===== src/rtl/bcd_down_counter.sv =====
// bcd_down_counter: 3-digit cascaded BCD down-counter (000-999) with borrow chain.
//
// Ports:
//   clk       system clock, all state updates on posedge
//   reset     asynchronous active-high, forces RESET_VAL
//   load      synchronous preload strobe (beats dec)
//   load_val  BCD preload value {hundreds, tens, ones}; nibbles > 9 clamp to 9
//   dec       decrement request, sampled each posedge
//   bcd       current count, registered, same packing as load_val
//   zero      1 when bcd == 000 (combinational from the digit registers)
//   done      1-cycle pulse after a dec took the count from 001 to 000
//   borrow    1-cycle pulse after a 000 -> 999 wrap (WRAP = 1 only)
//   HEX0..2   seven-segment codes for ones/tens/hundreds via seg7
//
// Also contains seg7, the shared BCD to seven-segment decoder.

module bcd_down_counter #(
  parameter bit          WRAP      = 1'b0,
  parameter logic [11:0] RESET_VAL = 12'h000
) (
  input  logic        clk,
  input  logic        reset,
  input  logic        load,
  input  logic [11:0] load_val,
  input  logic        dec,
  output logic [11:0] bcd,
  output logic        zero,
  output logic        done,
  output logic        borrow,
  output logic [6:0]  HEX0,
  output logic [6:0]  HEX1,
  output logic [6:0]  HEX2
);

  function automatic logic [3:0] clamp9(input logic [3:0] d);
    return (d > 4'd9) ? 4'd9 : d;
  endfunction

  logic [3:0] ones_q, tens_q, hund_q;
  logic [3:0] ones_d, tens_d, hund_d;
  logic [3:0] ones_c, tens_c, hund_c;
  logic       done_q, done_d;
  logic       borrow_q, borrow_d;
  logic       b_ones, b_tens;

  always_comb begin
    // Clamped view of the registers: an out-of-range digit self-corrects to 9.
    ones_c   = clamp9(ones_q);
    tens_c   = clamp9(tens_q);
    hund_c   = clamp9(hund_q);
    ones_d   = ones_c;
    tens_d   = tens_c;
    hund_d   = hund_c;
    done_d   = 1'b0;
    borrow_d = 1'b0;
    b_ones   = 1'b0;
    b_tens   = 1'b0;
    if (load) begin
      ones_d = clamp9(load_val[3:0]);
      tens_d = clamp9(load_val[7:4]);
      hund_d = clamp9(load_val[11:8]);
    end else if (dec) begin
      if ({hund_c, tens_c, ones_c} == 12'h000) begin
        if (WRAP) begin
          ones_d   = 4'd9;
          tens_d   = 4'd9;
          hund_d   = 4'd9;
          borrow_d = 1'b1;
        end
      end else begin
        // Each digit steps 9..0 and borrows from the next one on 0 -> 9.
        b_ones = (ones_c == 4'd0);
        ones_d = b_ones ? 4'd9 : ones_c - 4'd1;
        if (b_ones) begin
          b_tens = (tens_c == 4'd0);
          tens_d = b_tens ? 4'd9 : tens_c - 4'd1;
        end
        if (b_tens) begin
          hund_d = (hund_c == 4'd0) ? 4'd9 : hund_c - 4'd1;
        end
        done_d = ({hund_d, tens_d, ones_d} == 12'h000);
      end
    end
  end

  always_ff @(posedge clk or posedge reset) begin
    if (reset) begin
      ones_q   <= RESET_VAL[3:0];
      tens_q   <= RESET_VAL[7:4];
      hund_q   <= RESET_VAL[11:8];
      done_q   <= 1'b0;
      borrow_q <= 1'b0;
    end else begin
      ones_q   <= ones_d;
      tens_q   <= tens_d;
      hund_q   <= hund_d;
      done_q   <= done_d;
      borrow_q <= borrow_d;
    end
  end

  assign bcd    = {hund_q, tens_q, ones_q};
  assign zero   = (bcd == 12'h000);
  assign done   = done_q;
  assign borrow = borrow_q;

  seg7 u_seg_ones (
    .bcd  (ones_q),
    .leds (HEX0)
  );

  seg7 u_seg_tens (
    .bcd  (tens_q),
    .leds (HEX1)
  );

  seg7 u_seg_hund (
    .bcd  (hund_q),
    .leds (HEX2)
  );

endmodule

// seg7: BCD digit to active-low seven-segment code, leds = {g,f,e,d,c,b,a}.
// Non-decimal inputs blank the display.
module seg7 (
  input  logic [3:0] bcd,
  output logic [6:0] leds
);

  always_comb begin
    leds = 7'h7F;
    unique case (bcd)
      4'd0:    leds = 7'h40;
      4'd1:    leds = 7'h79;
      4'd2:    leds = 7'h24;
      4'd3:    leds = 7'h30;
      4'd4:    leds = 7'h19;
      4'd5:    leds = 7'h12;
      4'd6:    leds = 7'h02;
      4'd7:    leds = 7'h78;
      4'd8:    leds = 7'h00;
      4'd9:    leds = 7'h10;
      default: leds = 7'h7F;
    endcase
  end

endmodule


===== config.mk =====
export PLATFORM = sky130hd
export DESIGN_NAME = bcd_down_counter
export DESIGN_NICKNAME = d
export VERILOG_FILES = /design/src/rtl/bcd_down_counter.sv
export SDC_FILE = /design/constraint.sdc
export NUM_CORES = 1
export LEC_CHECK = 0
export CORE_MARGIN = 2
export CORE_UTILIZATION = 35
export CTS_CLUSTER_DIAMETER = 50
export CTS_CLUSTER_SIZE = 25
export DETAILED_ROUTE_END_ITERATION = 10
export GPL_TIMING_DRIVEN = 0
export PLACE_DENSITY = 0.75
export SLEW_MARGIN = 20
export SYNTH_ARGS = -nofsm -noshare
export SYNTH_HDL_FRONTEND = slang
export SYNTH_SLANG_ARGS = --single-unit

===== constraint.sdc =====
create_clock -name clk -period 2.2 [get_ports clk]
set_input_delay 0.22 -clock clk [delete_from_list [all_inputs] [get_ports clk]]
set_output_delay 0.22 -clock clk [all_outputs]
set_load 0.02 [all_outputs]

# ---- Word-level counts from Yosys, hierarchy flattened
# Memory sizes are Yosys's and may differ from the RTL's.
# Cells that the tools add are included.
dict set report classes {
  n_addsub 3
  magnitude_cmp 6
  mul 0
  n_eq_ne 0
  div_mod_pow 0
  reduce_logical 6
  n_bitwise 0
  shift 0
  mux 33
}
# op count
set op_table {}
lappend op_table {{two-way mux 4 bit} 26}
lappend op_table {{zero test 12 bit} 3}
lappend op_table {{> comparator 4 bit, second input constant} 6}
lappend op_table {{zero test 4 bit} 3}
lappend op_table {{subtractor 4 x 1 -> 4 bit, second input constant} 3}
lappend op_table {{two-way mux 1 bit} 7}
dict set report word_totals {
  ff_bits 13
  word_cells 55
  ram_bits 0
  rom_bits 336
  latchBits 0
  memories 3
}
# memory words width rd rd_ports_with_merged_regs wr line_no
set mem_list {}
lappend mem_list {{(no name shown)} 16 7 1 0 0 133} ;# unique case (bcd)
lappend mem_list {{(no name shown)} 16 7 1 0 0 133}
lappend mem_list {{(no name shown)} 16 7 1 0 0 133}

# ---- Logic depth before layout (Yosys ltp)
dict set report logic_depth {
  ltp_word 15
  depth_mapped 7
  depth_no_buf 6
}

# ---- Modules after synthesis
# Synthesis repeated with hierarchy kept, for this count alone.
dict set report hier_totals {
  hier_cells 214
  area_unflattened_um2 1601.5
}
# mod seq_area_each_um2 cells_each instances area_per_inst_um2
set modules_own_cells {}
lappend modules_own_cells {bcd_down_counter 325.3 117 1 980.9}
lappend modules_own_cells {{seg7 at u_seg_hund ...} 0.0 33 2 210.2}
lappend modules_own_cells {{seg7 at u_seg_ones} 0.0 31 1 200.2}

# ---- Least setup slack after synthesis
# Ideal clock, no wire load.
dict set report synth_timing {
  path_kind {reg2reg}
  startpoint {reg ones_q[0]}
  endpoint {reg ones_q[1]}
  path_buffers 1
  setup_slack_ns 0.201
  required_time_ns 2.074
  arrival_time_ns 1.873
  path_stages_with_launch 8
  cell_sequence {dfrtp_1 > buf_2 > inv_1 > ha_1 > o21bai_1 > a21oi_1 > and2_1 > a221o_1}
}
dict set report synth_via {
  elab_chain_cells 7
  word_cells_on_any_way 9
  classes_between {add/sub (1); order compare (1); mux (5); reduce/logical (2)}
}
# item line_no
set synth_rtl {}
lappend synth_rtl {{start, declared} 39} ;# logic [3:0] ones_q, tens_q, hund_q;
lappend synth_rtl {{start signal, assigned} 88} ;# ones_q <= RESET_VAL[3:0];
lappend synth_rtl {{start signal, assigned} 94} ;# ones_q <= ones_d;
lappend synth_rtl {{> comparator 4 bit} 36} ;# return (d > 4'd9) ? 4'd9 : d;
lappend synth_rtl {{two-way mux 4 bit (*)} 36}
lappend synth_rtl {{subtractor 4 x 1 -> 4 bit / zero test 4 bit (equally long branches)} {73, 72}}
lappend synth_rtl {{two-way mux 4 bit} 73} ;# ones_d = b_ones ? 4'd9 : ones_c - 4'd1;
lappend synth_rtl {{two-way mux 4 bit} 63} ;# if ({hund_c, tens_c, ones_c} == 12'h000) begin
lappend synth_rtl {{two-way mux 4 bit (*)} 62} ;# end else if (dec) begin
lappend synth_rtl {{two-way mux 4 bit (*)} 58} ;# if (load) begin
lappend synth_rtl {{named net ones_d[1]} 40} ;# logic [3:0] ones_d, tens_d, hund_d;
# Mark *: on every way through the listed nets, which the timed path passes. The rest lies on a longest branch.

# ---- Final worst setup path
dict set report layout_timing {
  startpoint {reg hund_q[1]}
  endpoint {out HEX2[0]}
}
dict set report layout_via {
  elab_chain_cells 1
}
# item line_no
set layout_rtl {}
lappend layout_rtl {{start, declared} 39}
lappend layout_rtl {{start signal, assigned} 90} ;# hund_q <= RESET_VAL[11:8];
lappend layout_rtl {{start signal, assigned} 96} ;# hund_q <= hund_d;
lappend layout_rtl {{memory read (16 x 7 bit)} -}
lappend layout_rtl {{end, declared} 32} ;# output logic [6:0] HEX2
# Every way passes these cells.

==> reports/metrics.cfg <==
[logic_synthesis]
synth_cell_types = 47
synth_ff_type = dfrtp_1
synth_edf_count = 0
synthTopCellsByArea = dfrtp_1, ha_1, o21ai_0
synth_top_area_share_pct = 21.47
async_flop_share_pct = 100.0
yosysSeqAreaShare_pct = 21.47
yosysWarnings = 0
synth_area_leader_cell = dfrtp_1
avgSynthCellArea_um2 = 7.464
synth_cells = 203
synth_seq_cells = 13
syn-cell-area_um2 = 1515
syn-num-nets = 232

[sta]
slew_headroom_pct = 63.85
setup_tns_ns = 0
period_needed_ns = 2.100
final.setup.worst_slack_ns = 0.09961
setup_viol = 0
worst_pin_slew_ns = 0.5416
post-route-period-util_pct = 95.47
hold_viol = 0
fmax_mhz = 476.1
fin_skew_ns = 0.003745
rsz0062_at_grt = false
drv_slew = 0

[drt]
drc = 0
routed_via_density = 5.397
wl_um = 4221
drtAntennaViolNets = 0
dr.pass1.iters = 4
drt-wirelength-per-cell_um = 13.53
drtIter0Drc = 63
vias = 1684

[place]
place.detailed.hpwl_um = 3175
io_buffer_count = 50
dp_slack_ns = -0.1993
place_congestion = 0.8469

[layout]
diodes = 0
nNetsFinal = 292
area_growth_pct = 45.42
drive_gt1_share_pct = 17.56
fillerInstances = 395

[setup_path]
arrival_ns = 1.88
path_buf_inv = 3
critPathTopFamily = buffers and inverters
cp_max_fo = 8
path_cells = buf_8, inv_1, ha_1, or2_2, a21oi_2, nor2_1, dlygate4sd2_1
startpoint_type = flop
crit_path_end_kind = primary output
worstPathRequired_ns = 1.98
critPathLaunch = hund_q[1]
max_stage_delay_ns = 0.41
cp_slowest_cell = dfrtp_1
crit_type = reg -> out
r2r-start = ones_q[0]

[pwr]
p_total_mw = 1.280
comb_power_share_pct = 58.6
clockPowerShare_pct = 16.9
switching_share_pct = 44.25
p_int_mw = 0.7136
p_switching_mw = 0.5664
cellPowerDensity_nw_per_um2 = 580.9
max-vdd-ir-drop_mv = 0.4313
leakage_nw = 0.9565
pwr-share-seq_pct = 24.5

[clocking]
cts_tree = yes
clock_path_buffers = 2
root_buffer = clkbuf_8
htreeDepth = 1
numCtsBuffers = 3
clk_latency_ns = 0.25
cts_sinks = 13
path_clk_slew_ns = 0.06

[floorplanning]
dieWidth_um = 69.80
die_h_um = 69.80
die_area_um2 = 4871
pin_count = 52
start_util_pct = 37.08
core_area_um2 = 4086
rows = 23

[grt]
grt_pass1_vias = 1623
antenna_found_initial = 0
grt_max_degree = 14
grt_pass1_wl_um = 7383
overflow = 0
track_usage_pct = 18.05

[run]
drv_cap = 0

[hold_path]
min-delay-path-class = in -> async

[run_status]
status = complete, no violations

power by group through the flow:
stage | logic (mW) | registers (mW) | clock network, mW
6_report | 0.750 | 0.313 | 0.217
5_1_grt | 0.821 | 0.318 | 0.234
4_1_cts | 0.720 | 0.313 | 0.221
3_5_place_dp | 0.742 | 0.318 | 0
3_3_place_gp | 0.731 | 0.318 | 0
2_1_floorplan | 0.417 | 0.338 | 0
cells by family after synthesis:
group | after synthesis | share of synthesized area (%)
adders and majority gates | 13 | 10.74
DFF | 13 | 21.47
and+or+nand+nor | 80 | 30.06
AOI/OAI and AO/OA | 66 | 28.16
xor gates and xnor gates | 2 | 1.156
muxes | 1 | 0.6606
other | 1 | 0.2475
buffers and inverters | 27 | 7.514
what timing repair did:
action                     in CTS  in global routing
setup endpoints to repair      20                 13
gates resized for setup        31                 22
setup buffers                   2                  5
hold endpoints to repair        0                  0
hold buffers                    0                  0
routing by layer:
metal / track usage, % / vias to the layer above / share of wire (%)
met2: 29.84 / 46 / 48
met4: 3.632 / 0 / 0.59
met3: 4.506 / 4 / 6.3
met1: 23.87 / 790 / 45
li1: - / 844 / -
met5: 0 / - / 0
per-stage QoR:
step | hold slack (ns) | cells | util [%] | area, um2
6_report | 0.3157 | 312 | 53.92 | 2203
5_1_grt | 0.3671 | 312 | 53.92 | 2203
4_1_cts | 0.3294 | 307 | 52.36 | 2140
3_5_place_dp | 0.5941 | 303 | 50.86 | 2078
3_3_place_gp | 0.5860 | 303 | 50.86 | 2078
2_1_floorplan | 0.09696 | 203 | - | 1515
registers in the layout, indices dropped and copies added, names as in the netlist:
register  cells
hund_q        4
ones_q        4
tens_q        4
done          1
worst paths after layout:
check	to	depth (start not counted)	slack, ns
min reg2reg	hund_q[3]	2	0.70
min in group clk	hund_q[0]	3	0.56
max	HEX2[0]	7	0.1
max in group asynchronous	hund_q[0]	2	1.49
max reg2reg	ones_q[1]	7	0.25
min	tens_q[3]	2	0.32
worst reg2reg max path: stages, from the launching register on:
cell and delay [ns]:
dfrtp_1 0.41, buf_6 0.18, clkinvlp_4 0.15, ha_2 0.25, o21bai_1 0.17, a21oi_1 0.16
and2_1 0.19, a221o_1 0.32
cells in the final DEF, fill, tap and decap left out, types with 3 or more instances in the layout:
cell type	instances
nand4_1	3
ha_1	11
nor2_1	23
nor4_4	3
a31oi_1	7
dlymetal6s2s_1	3
nand3_1	4
buf_4	8
inv_1	13
nand2b_1	5
a21o_1	3
dfrtp_1	6
nor3_1	3
dlygate4sd2_1	11
o21ai_0	19
nand2_1	22
a21oi_1	15
o31a_1	3
o21bai_1	3
clkbuf_8	3
clkbuf_2	6
dfrtp_2	7
clkdlybuf4s50_1	32
or2_2	3
area by class of cell:
class	count	area, um2	share of cell area [%]
buffer	10	72.57	3.294
clock buffer	3	41.29	1.874
clock inverter	1	5.005	0.2271
inverter	15	60.06	2.726
multi-input combinational	163	1090	49.46
sequential	13	334.1	15.16
tap	50	62.56	2.839
timing repair buffer	57	538.0	24.42
synth_stat cells, types with 2 or more instances:
cell and number:
nand2_1 22, nand2b_1 5, o31a_1 3, inv_1 15, a211oi_1 2, xor2_1 2
a21oi_1 16, a21o_1 3, nand4_1 3, nor2_1 23, o21a_1 2, o21ai_0 19
o21bai_1 3, dfrtp_1 13, nor4_4 3, and2_1 2, a31oi_1 7, ha_1 13
or2_2 3, o311a_1 2, nor3_1 4, and3_1 2, clkbuf_1 9, nand3_1 4
Power figures use the tool's default switching activity.
